==> src/rtl/codec_intf.sv <==
// rtl/codec_intf.sv - I2S codec clocking, ADC deserializer and DAC serializer
// Frame timing derives entirely from an 11-bit free-running counter.
module codec_intf (
   input  logic        clk,
   input  logic        rst_n,
   input  logic        SDout,
   input  logic [15:0] lft_out,
   input  logic [15:0] rht_out,
   output logic        MCLK,
   output logic        SCLK,
   output logic        LRCLK,
   output logic        RSTn,
   output logic        SDin,
   output logic [15:0] lft_in,
   output logic [15:0] rht_in,
   output logic        valid
);

   typedef enum logic [1:0] {CODEC_RST, SETTLE, RUN} state_t;

   state_t      state_q, state_d;
   logic [10:0] cnt_q, cnt_d;
   logic        rstn_q, rstn_d;
   logic [15:0] rx_shift_q, rx_shift_d;
   logic [15:0] lft_stage_q, lft_stage_d;
   logic [15:0] lft_in_q, lft_in_d;
   logic [15:0] rht_in_q, rht_in_d;
   logic        valid_q, valid_d;
   logic [15:0] lft_hold_q, lft_hold_d;
   logic [15:0] rht_hold_q, rht_hold_d;
   logic [15:0] tx_shift_q, tx_shift_d;
   logic        sdin_q, sdin_d;
   logic [4:0]  slot, slot_nxt;
   logic        data_slot, shift_slot, data_slot_nxt;

   always_comb begin
      cnt_d         = cnt_q + 11'd1;
      slot          = cnt_q[9:5];
      slot_nxt      = cnt_d[9:5];
      data_slot     = (slot != 5'd0) && (slot <= 5'd16);
      shift_slot    = (slot != 5'd0) && (slot <= 5'd15);
      data_slot_nxt = (slot_nxt != 5'd0) && (slot_nxt <= 5'd16);

      state_d     = state_q;
      rstn_d      = rstn_q;
      rx_shift_d  = rx_shift_q;
      lft_stage_d = lft_stage_q;
      lft_in_d    = lft_in_q;
      rht_in_d    = rht_in_q;
      valid_d     = 1'b0;
      lft_hold_d  = lft_hold_q;
      rht_hold_d  = rht_hold_q;
      tx_shift_d  = tx_shift_q;

      // Startup sequencing advances once per frame, on the counter wrap
      if (cnt_q == 11'h7FF) begin
         case (state_q)
            CODEC_RST: begin
               state_d = SETTLE;
               rstn_d  = 1'b1;
            end
            SETTLE:  state_d = RUN;
            default: state_d = RUN;
         endcase
      end

      if ((cnt_q[4:0] == 5'h0F) && data_slot)
         rx_shift_d = {rx_shift_q[14:0], SDout};

      if (cnt_q == 11'h210)
         lft_stage_d = rx_shift_q;

      // Outputs update only alongside valid so they stay stable all frame
      if ((cnt_q == 11'h610) && (state_q == RUN)) begin
         lft_in_d = lft_stage_q;
         rht_in_d = rx_shift_q;
         valid_d  = 1'b1;
      end

      if (cnt_q == 11'h01F) begin
         lft_hold_d = lft_out;
         rht_hold_d = rht_out;
         tx_shift_d = lft_out;
      end else if (cnt_q == 11'h41F) begin
         tx_shift_d = rht_hold_q;
      end else if ((cnt_q[4:0] == 5'h1F) && shift_slot) begin
         tx_shift_d = {tx_shift_q[14:0], 1'b0};
      end

      sdin_d = data_slot_nxt ? tx_shift_d[15] : 1'b0;
   end

   always_ff @(posedge clk or negedge rst_n) begin
      if (!rst_n) begin
         state_q     <= CODEC_RST;
         cnt_q       <= 11'd0;
         rstn_q      <= 1'b0;
         rx_shift_q  <= 16'd0;
         lft_stage_q <= 16'd0;
         lft_in_q    <= 16'd0;
         rht_in_q    <= 16'd0;
         valid_q     <= 1'b0;
         lft_hold_q  <= 16'd0;
         rht_hold_q  <= 16'd0;
         tx_shift_q  <= 16'd0;
         sdin_q      <= 1'b0;
      end else begin
         state_q     <= state_d;
         cnt_q       <= cnt_d;
         rstn_q      <= rstn_d;
         rx_shift_q  <= rx_shift_d;
         lft_stage_q <= lft_stage_d;
         lft_in_q    <= lft_in_d;
         rht_in_q    <= rht_in_d;
         valid_q     <= valid_d;
         lft_hold_q  <= lft_hold_d;
         rht_hold_q  <= rht_hold_d;
         tx_shift_q  <= tx_shift_d;
         sdin_q      <= sdin_d;
      end
   end

   assign MCLK   = cnt_q[1];
   assign SCLK   = cnt_q[4];
   assign LRCLK  = cnt_q[10];
   assign RSTn   = rstn_q;
   assign SDin   = sdin_q;
   assign lft_in = lft_in_q;
   assign rht_in = rht_in_q;
   assign valid  = valid_q;

endmodule

==> config.mk <==
export PLATFORM = sky130hd
export DESIGN_NAME = codec_intf
export DESIGN_NICKNAME = d
export VERILOG_FILES = /design/src/rtl/codec_intf.sv
export SDC_FILE = /design/constraint.sdc
export NUM_CORES = 1
export LEC_CHECK = 0
export CAP_MARGIN = 20
export CORE_UTILIZATION = 35
export CTS_BUF_LIST = sky130_fd_sc_hd__clkbuf_16
export DETAILED_ROUTE_END_ITERATION = 12
export GPL_ROUTABILITY_DRIVEN = 0
export HOLD_SLACK_MARGIN = 0.05
export SYNTH_ARGS = -nofsm -noshare
export SYNTH_HDL_FRONTEND = slang
export SYNTH_SLANG_ARGS = --single-unit
export TNS_END_PERCENT = 10
==> constraint.sdc <==
create_clock -name clk -period 3.5 [get_ports clk]
set_clock_uncertainty 0.1 [all_clocks]
set_input_delay 1.05 -clock clk [delete_from_list [all_inputs] [get_ports clk]]
set_output_delay 1.05 -clock clk [all_outputs]
set_load 0.05 [all_outputs]
==> results.sh, run 1 <==
export IMPL_status="complete, no violations"
export IMPL_path_clk_slew_ns=0.06
export IMPL_slew_headroom_pct=48.45
export IMPL_grt_usage_pct=12.96
export IMPL_port_buffers=72
export IMPL_grt_pass1_wl_mm=14.20
export IMPL_critPathBufInv=1
export IMPL_fin_crit_sh_pct=80.16
export IMPL_fp_row_count=42
export IMPL_p_comb_share_pct=4.0
export IMPL_slew_violations=0
export IMPL_min_delay_start="RSTn"
export IMPL_ir_worst_vdd_uv=257.0
export IMPL_pwr_share_seq_pct=51.5
export IMPL_cpPeakStageDelay_ns=0.86
export IMPL_critical_path_arrival_ns=1.66
export IMPL_floorplan_die_area_sq_um=13990
export IMPL_ys_seq_elements=112
export IMPL_routed_via_density=4.707
export IMPL_coreArea_sq_um=13190
export IMPL_clock_latency_ns=0.34
export IMPL_wl_per_cell_um=14.29
export IMPL_h_tree_depth=3
export IMPL_tightest_slew_ns=0.7732
export IMPL_final_area_sq_um=5983
export IMPL_tns_ns=0
export IMPL_io_pins=73
export IMPL_vias=2730
export IMPL_grt_pass1_vias=2881
export IMPL_placed_area_sq_um=5647
export IMPL_ys_seq_area_share_pct=59.23
export IMPL_min_period_ns=2.806
export IMPL_final_nets=439
export IMPL_cts_made_buffers=9
export IMPL_cts_root_buf="clkbuf_16"
export IMPL_die_h_um=118.3
export IMPL_syn_area_sq_um=4732
export IMPL_setup_violations=0
export IMPL_postCtsHoldBufs=0
export IMPL_syn_area_per_cell_sq_um=14.56
export IMPL_post_cts_buffers=0
export IMPL_powerDensity_nw_per_um2=429.3
export IMPL_holdWs_ns=0.3707
export IMPL_detail_route_antenna_nets=0
export IMPL_drv_cap=0
export IMPL_fin_cells=580
export IMPL_routed_wl_mm=8.290
export IMPL_p_sw_mw=0.5031
export IMPL_drive_above_1_share_pct=27.48
export IMPL_netlist_instances=325
export IMPL_mostFrequentLayoutCells="dfrtp_1 (112), clkdlybuf4s50_1 (70), mux2_2 (53), mux2_4 (29), mux2i_1 (18)"
export IMPL_drc_errors=0
export IMPL_synth_distinct_cells=31
export IMPL_die_w_um=118.3
export IMPL_max_freq_mhz=356.4
export IMPL_regToRegStartpoint="cnt_q[6]"
export IMPL_dp_cells=564
export IMPL_grt_start_max_net_pins=47
export IMPL_synth_edf_count=0
export IMPL_synth_flop_cell="dfrtp_1"
export IMPL_cp_slowest_cell="clkdlybuf4s50_1"
export IMPL_critPathLaunch="cnt_q[4]"
export IMPL_drt_initial_drc_count=121
export IMPL_worst_path_dominant_cell_family="buffers and inverters"
export IMPL_cp_end_kind="output port"
export IMPL_syn_num_nets=365
export IMPL_crit_fanout=6
export IMPL_cts_resized=0
export IMPL_clock_sinks=112
export IMPL_antenna_found_initial=0
export IMPL_hold_class="flip-flop to flip-flop"
export IMPL_layout_area_overhead_vs_synth_pct=26.44
export IMPL_antenna_cells=0
export IMPL_switching_share_pct=19.59
export IMPL_required_ns=2.35
export IMPL_final_hold_viol_count=0
export IMPL_ys_async_sr_fraction_pct=100.0
export IMPL_startpoint_type="flip-flop"
export IMPL_dpl_worst_slack_ns=0.9347
export IMPL_clkPwrFrac_pct=44.5
export IMPL_power_leakage_nw=2.806
export IMPL_cts_tree="yes"
export IMPL_path_class="flip-flop to output port"
export IMPL_grt_setup_unrepaired="no"
export IMPL_crit_chain="clkdlybuf4s50_1"
export IMPL_dp_hpwl_mm=5.681
export IMPL_final_common_cell="dfrtp_1"
export IMPL_p_int_mw=2.066
export IMPL_clk_path_buf_depth=2
export IMPL_setup_ws_ns=0.6944
export IMPL_overflow=0
export IMPL_yosys_warnings=0
export IMPL_firstDrtPassIters=4
export IMPL_start_util_pct=35.88
==> state kept, by name, summed over array words and instances (netlist names) <==
signal,cells
lft_stage_q,16
SDin,1
RSTn,1
lft_in,16
rht_in,16
state_q,2
rx_shift_q,16
cnt_q,11
tx_shift_q,16
rht_hold_q,16
valid,1
==> layout make-up <==
class,instances,area [sq um]
Fill cell,1180,7207
Sequential cell,112,2803
Multi-Input combinational cell,189,1826
Timing Repair Buffer,79,768.2
Clock buffer,9,225.2
Tap cell,176,220.2
Clock inverter,7,111.4
Inverter,8,30.03
==> final timing paths <==
| path | to | slack [ns] | cells past startpoint |
|---|---|---|---|
| hold / removal | RSTn | 0.37 | 1 |
| setup reg to reg | rht_in[8] | 0.93 | 5 |
| hold reg to reg | RSTn | 0.37 | 1 |
| setup / recovery | SCLK | 0.69 | 1 |
| max in group asynchronous | rht_hold_q[13] | 1.87 | 2 |
| min in group asynchronous | lft_in[14] | 0.59 | 1 |
==> cells by family (layout without fill, tap and decap cells) <==
family,count (synthesis),in the layout,share of synthesized area [%]
mux,100,100,25.62
flops,112,112,59.23
buf+inv,24,103,2.591
fa+ha+maj,5,5,1.322
compound gates,31,31,4.125
simple gates,45,45,5.632
xor+xnor,8,8,1.481
==> routing by layer <==
layer  global-route usage (%)  vias up  share of wire (%)
li1                         -     1301                  -
met1                    17.00     1360                 48
met2                    20.33       57                 46
met3                    3.813       12                4.1
met4                    4.567        0                1.5
met5                        0        -                  0
==> cells in the mapped netlist, types with 7 or more instances <==
master	n	area, sq um
nand2_1	8	30.03
a21oi_1	14	70.07
a211oi_1	14	105.1
clkbuf_1	10	37.54
mux2_4	29	435.4
nor2b_1	14	87.58
inv_1	7	26.28
mux2i_1	18	180.2
dfrtp_1	112	2803
mux2_2	53	596.8
==> power groups by stage <==
stage,sequential [mW],combinational [mW],clock [mW]
after global placement,1.35,0.103,0
final,1.32,0.101,1.14
after detailed placement,1.35,0.105,0
after floorplan,1.35,0.0293,0
after CTS,1.32,0.106,1.18
after global routing,1.33,0.115,1.23
==> per-stage QoR <==
stage	power (mW)	util [%]
finish	2.569	45.36
global route	2.672	45.36
CTS	2.611	45.36
detailed placement	1.454	42.81
global placement	1.452	42.81
floorplan	1.378	-
Power figures use the tool's default switching activity.
==> inputs of run 2 (changes only) <==
==> constraint.sdc (replaced) <==
create_clock -name clk -period 2.42 [get_ports clk]
set_clock_uncertainty 0.1 [all_clocks]
set_input_delay 0.726 -clock clk [delete_from_list [all_inputs] [get_ports clk]]
set_output_delay 0.726 -clock clk [all_outputs]
set_load 0.05 [all_outputs]
==> results.sh, run 2 (same netlist as run 1, synthesis figures left out) <==
export IMPL_firstDrtPassIters=4
export IMPL_cp_slowest_cell="clkdlybuf4s50_1"
export IMPL_fin_crit_sh_pct=98.04
export IMPL_crit_fanout=2
export IMPL_setup_violations=0
export IMPL_cts_root_buf="clkbuf_16"
export IMPL_start_util_pct=35.88
export IMPL_fin_cells=588
export IMPL_fill_cells=1209
export IMPL_powerDensity_nw_per_um2=571.3
export IMPL_startpoint_type="flip-flop"
export IMPL_grt_pass1_wl_mm=14.35
export IMPL_drc_errors=0
export IMPL_die_w_um=118.3
export IMPL_path_clk_slew_ns=0.08
export IMPL_post_cts_buffers=0
export IMPL_fp_row_count=42
export IMPL_cts_tree="yes"
export IMPL_slew_violations=0
export IMPL_cts_made_buffers=9
export IMPL_final_hold_viol_count=0
export IMPL_antenna_found_initial=0
export IMPL_port_buffers=72
export IMPL_grt_usage_pct=13.08
export IMPL_layout_area_overhead_vs_synth_pct=28.42
export IMPL_reg2reg_depth=6
export IMPL_power_leakage_nw=2.888
export IMPL_holdWs_ns=0.1513
export IMPL_cp_end_kind="output port"
export IMPL_grt_start_max_net_pins=51
export IMPL_clk_path_buf_depth=2
export IMPL_drive_above_1_share_pct=30.10
export IMPL_cpPeakStageDelay_ns=0.82
export IMPL_clock_sinks=112
export IMPL_floorplan_die_area_sq_um=13990
export IMPL_die_h_um=118.3
export IMPL_min_period_ns=2.373
export IMPL_vias=2760
export IMPL_tns_ns=0
export IMPL_reg2reg_slack_ns=0.07
export IMPL_routed_wl_mm=8.470
export IMPL_drt_initial_drc_count=142
export IMPL_critical_path_arrival_ns=1.55
export IMPL_dp_hpwl_mm=5.599
export IMPL_routed_via_density=4.694
export IMPL_clock_latency_ns=0.35
export IMPL_detail_route_antenna_nets=0
export IMPL_slew_headroom_pct=61.58
export IMPL_crit_chain="clkdlybuf4s50_1"
export IMPL_antenna_cells=0
export IMPL_critPathBufInv=1
export IMPL_max_freq_mhz=421.5
export IMPL_status="complete, no violations"
export IMPL_worstReg2RegEnd="rht_in[11]"
export IMPL_io_pins=73
export IMPL_hold_class="input pin to asynchronous set/reset pin"
export IMPL_regToRegStartpoint="cnt_q[6]"
export IMPL_final_common_cell="dfrtp_1"
export IMPL_dpl_worst_slack_ns=0.08760
export IMPL_setup_ws_ns=0.04735
export IMPL_ir_worst_vdd_uv=412.1
export IMPL_tightest_slew_ns=0.5711
export IMPL_mostFrequentLayoutCells="dfrtp_1 (111), clkdlybuf4s50_1 (65), mux2_2 (53), mux2_4 (29), mux2i_1 (18)"
export IMPL_overflow=0
export IMPL_h_tree_depth=3
export IMPL_worst_path_dominant_cell_family="buffers and inverters"
export IMPL_path_class="flip-flop to output port"
export IMPL_final_nets=447
export IMPL_drv_cap=0
export IMPL_required_ns=1.59
export IMPL_wl_per_cell_um=14.40
export IMPL_dp_cells=571
export IMPL_grt_setup_unrepaired="yes"
export IMPL_coreArea_sq_um=13190
export IMPL_grt_pass1_vias=2882
run 2: cell count changes in the layout (fill, tap and decap cells not counted), sizes merged:
| cell | change |
|---|---|
| buf | +10 |
| bufinv | -3 |
| clkbuf | +1 |
| clkdlybuf4s50 | -5 |
| clkinv | +2 |
| clkinvlp | +1 |
| dlymetal6s2s | +2 |
run 2: stage by stage:
step	area (sq um)	total power [mW]	utilization [%]
global placement	5756	2.103	43.64
floorplan	4733	1.993	-
global route	6077	3.626	46.07
CTS	6040	3.537	45.79
finish	6077	3.472	46.07
detailed placement	5756	2.107	43.64
run 2: per-layer routing:
metal	vias to the layer above	GRT usage, %	part of all wire (%)
met4	0	4.808	1.3
met5	-	0	0
met2	60	20.66	48
li1	1319	-	-
met1	1373	16.76	46
met3	8	4.199	4.3
run 2: repair_timing:
item,in CTS,in global routing
hold buffers,0,0
setup endpoints to repair,0,28
gates resized for setup,0,3
run 2: worst max path at each step:
stage	to	cells past startpoint	slack, ns	start
floorplan	lft_in[0]	7	-0.06	cnt_q[4]
global placement	rht_in[8]	6	0.11	cnt_q[6]
detailed placement	lft_in[0]	6	0.09	cnt_q[6]
CTS	rht_in[5]	1	0.03	rht_in[5]
global route	rht_in[10]	6	-0.0005	cnt_q[6]
finish	rht_in[2]	1	0.05	rht_in[2]
run 2: area by class of cell:
| cell class | instances | area [sq um] | area share (%) |
|---|---|---|---|
| clock buffer | 9 | 225.2 | 3.706 |
| clock inverter | 7 | 58.81 | 0.9677 |
| inverter | 8 | 30.03 | 0.4941 |
| multi-input combinational | 189 | 1826 | 30.04 |
| sequential | 112 | 2804 | 46.14 |
| tap | 176 | 220.2 | 3.624 |
| timing repair buffer | 87 | 913.4 | 15.03 |
run 2: where the power goes:
part / leakage [nW] / internal, mW / switching [mW]
Clock: 0.140 / 0.711 / 0.695
Combinational: 1.28 / 0.0847 / 0.0672
Sequential: 1.47 / 1.90 / 0.0140
Total: 2.89 / 2.70 / 0.776
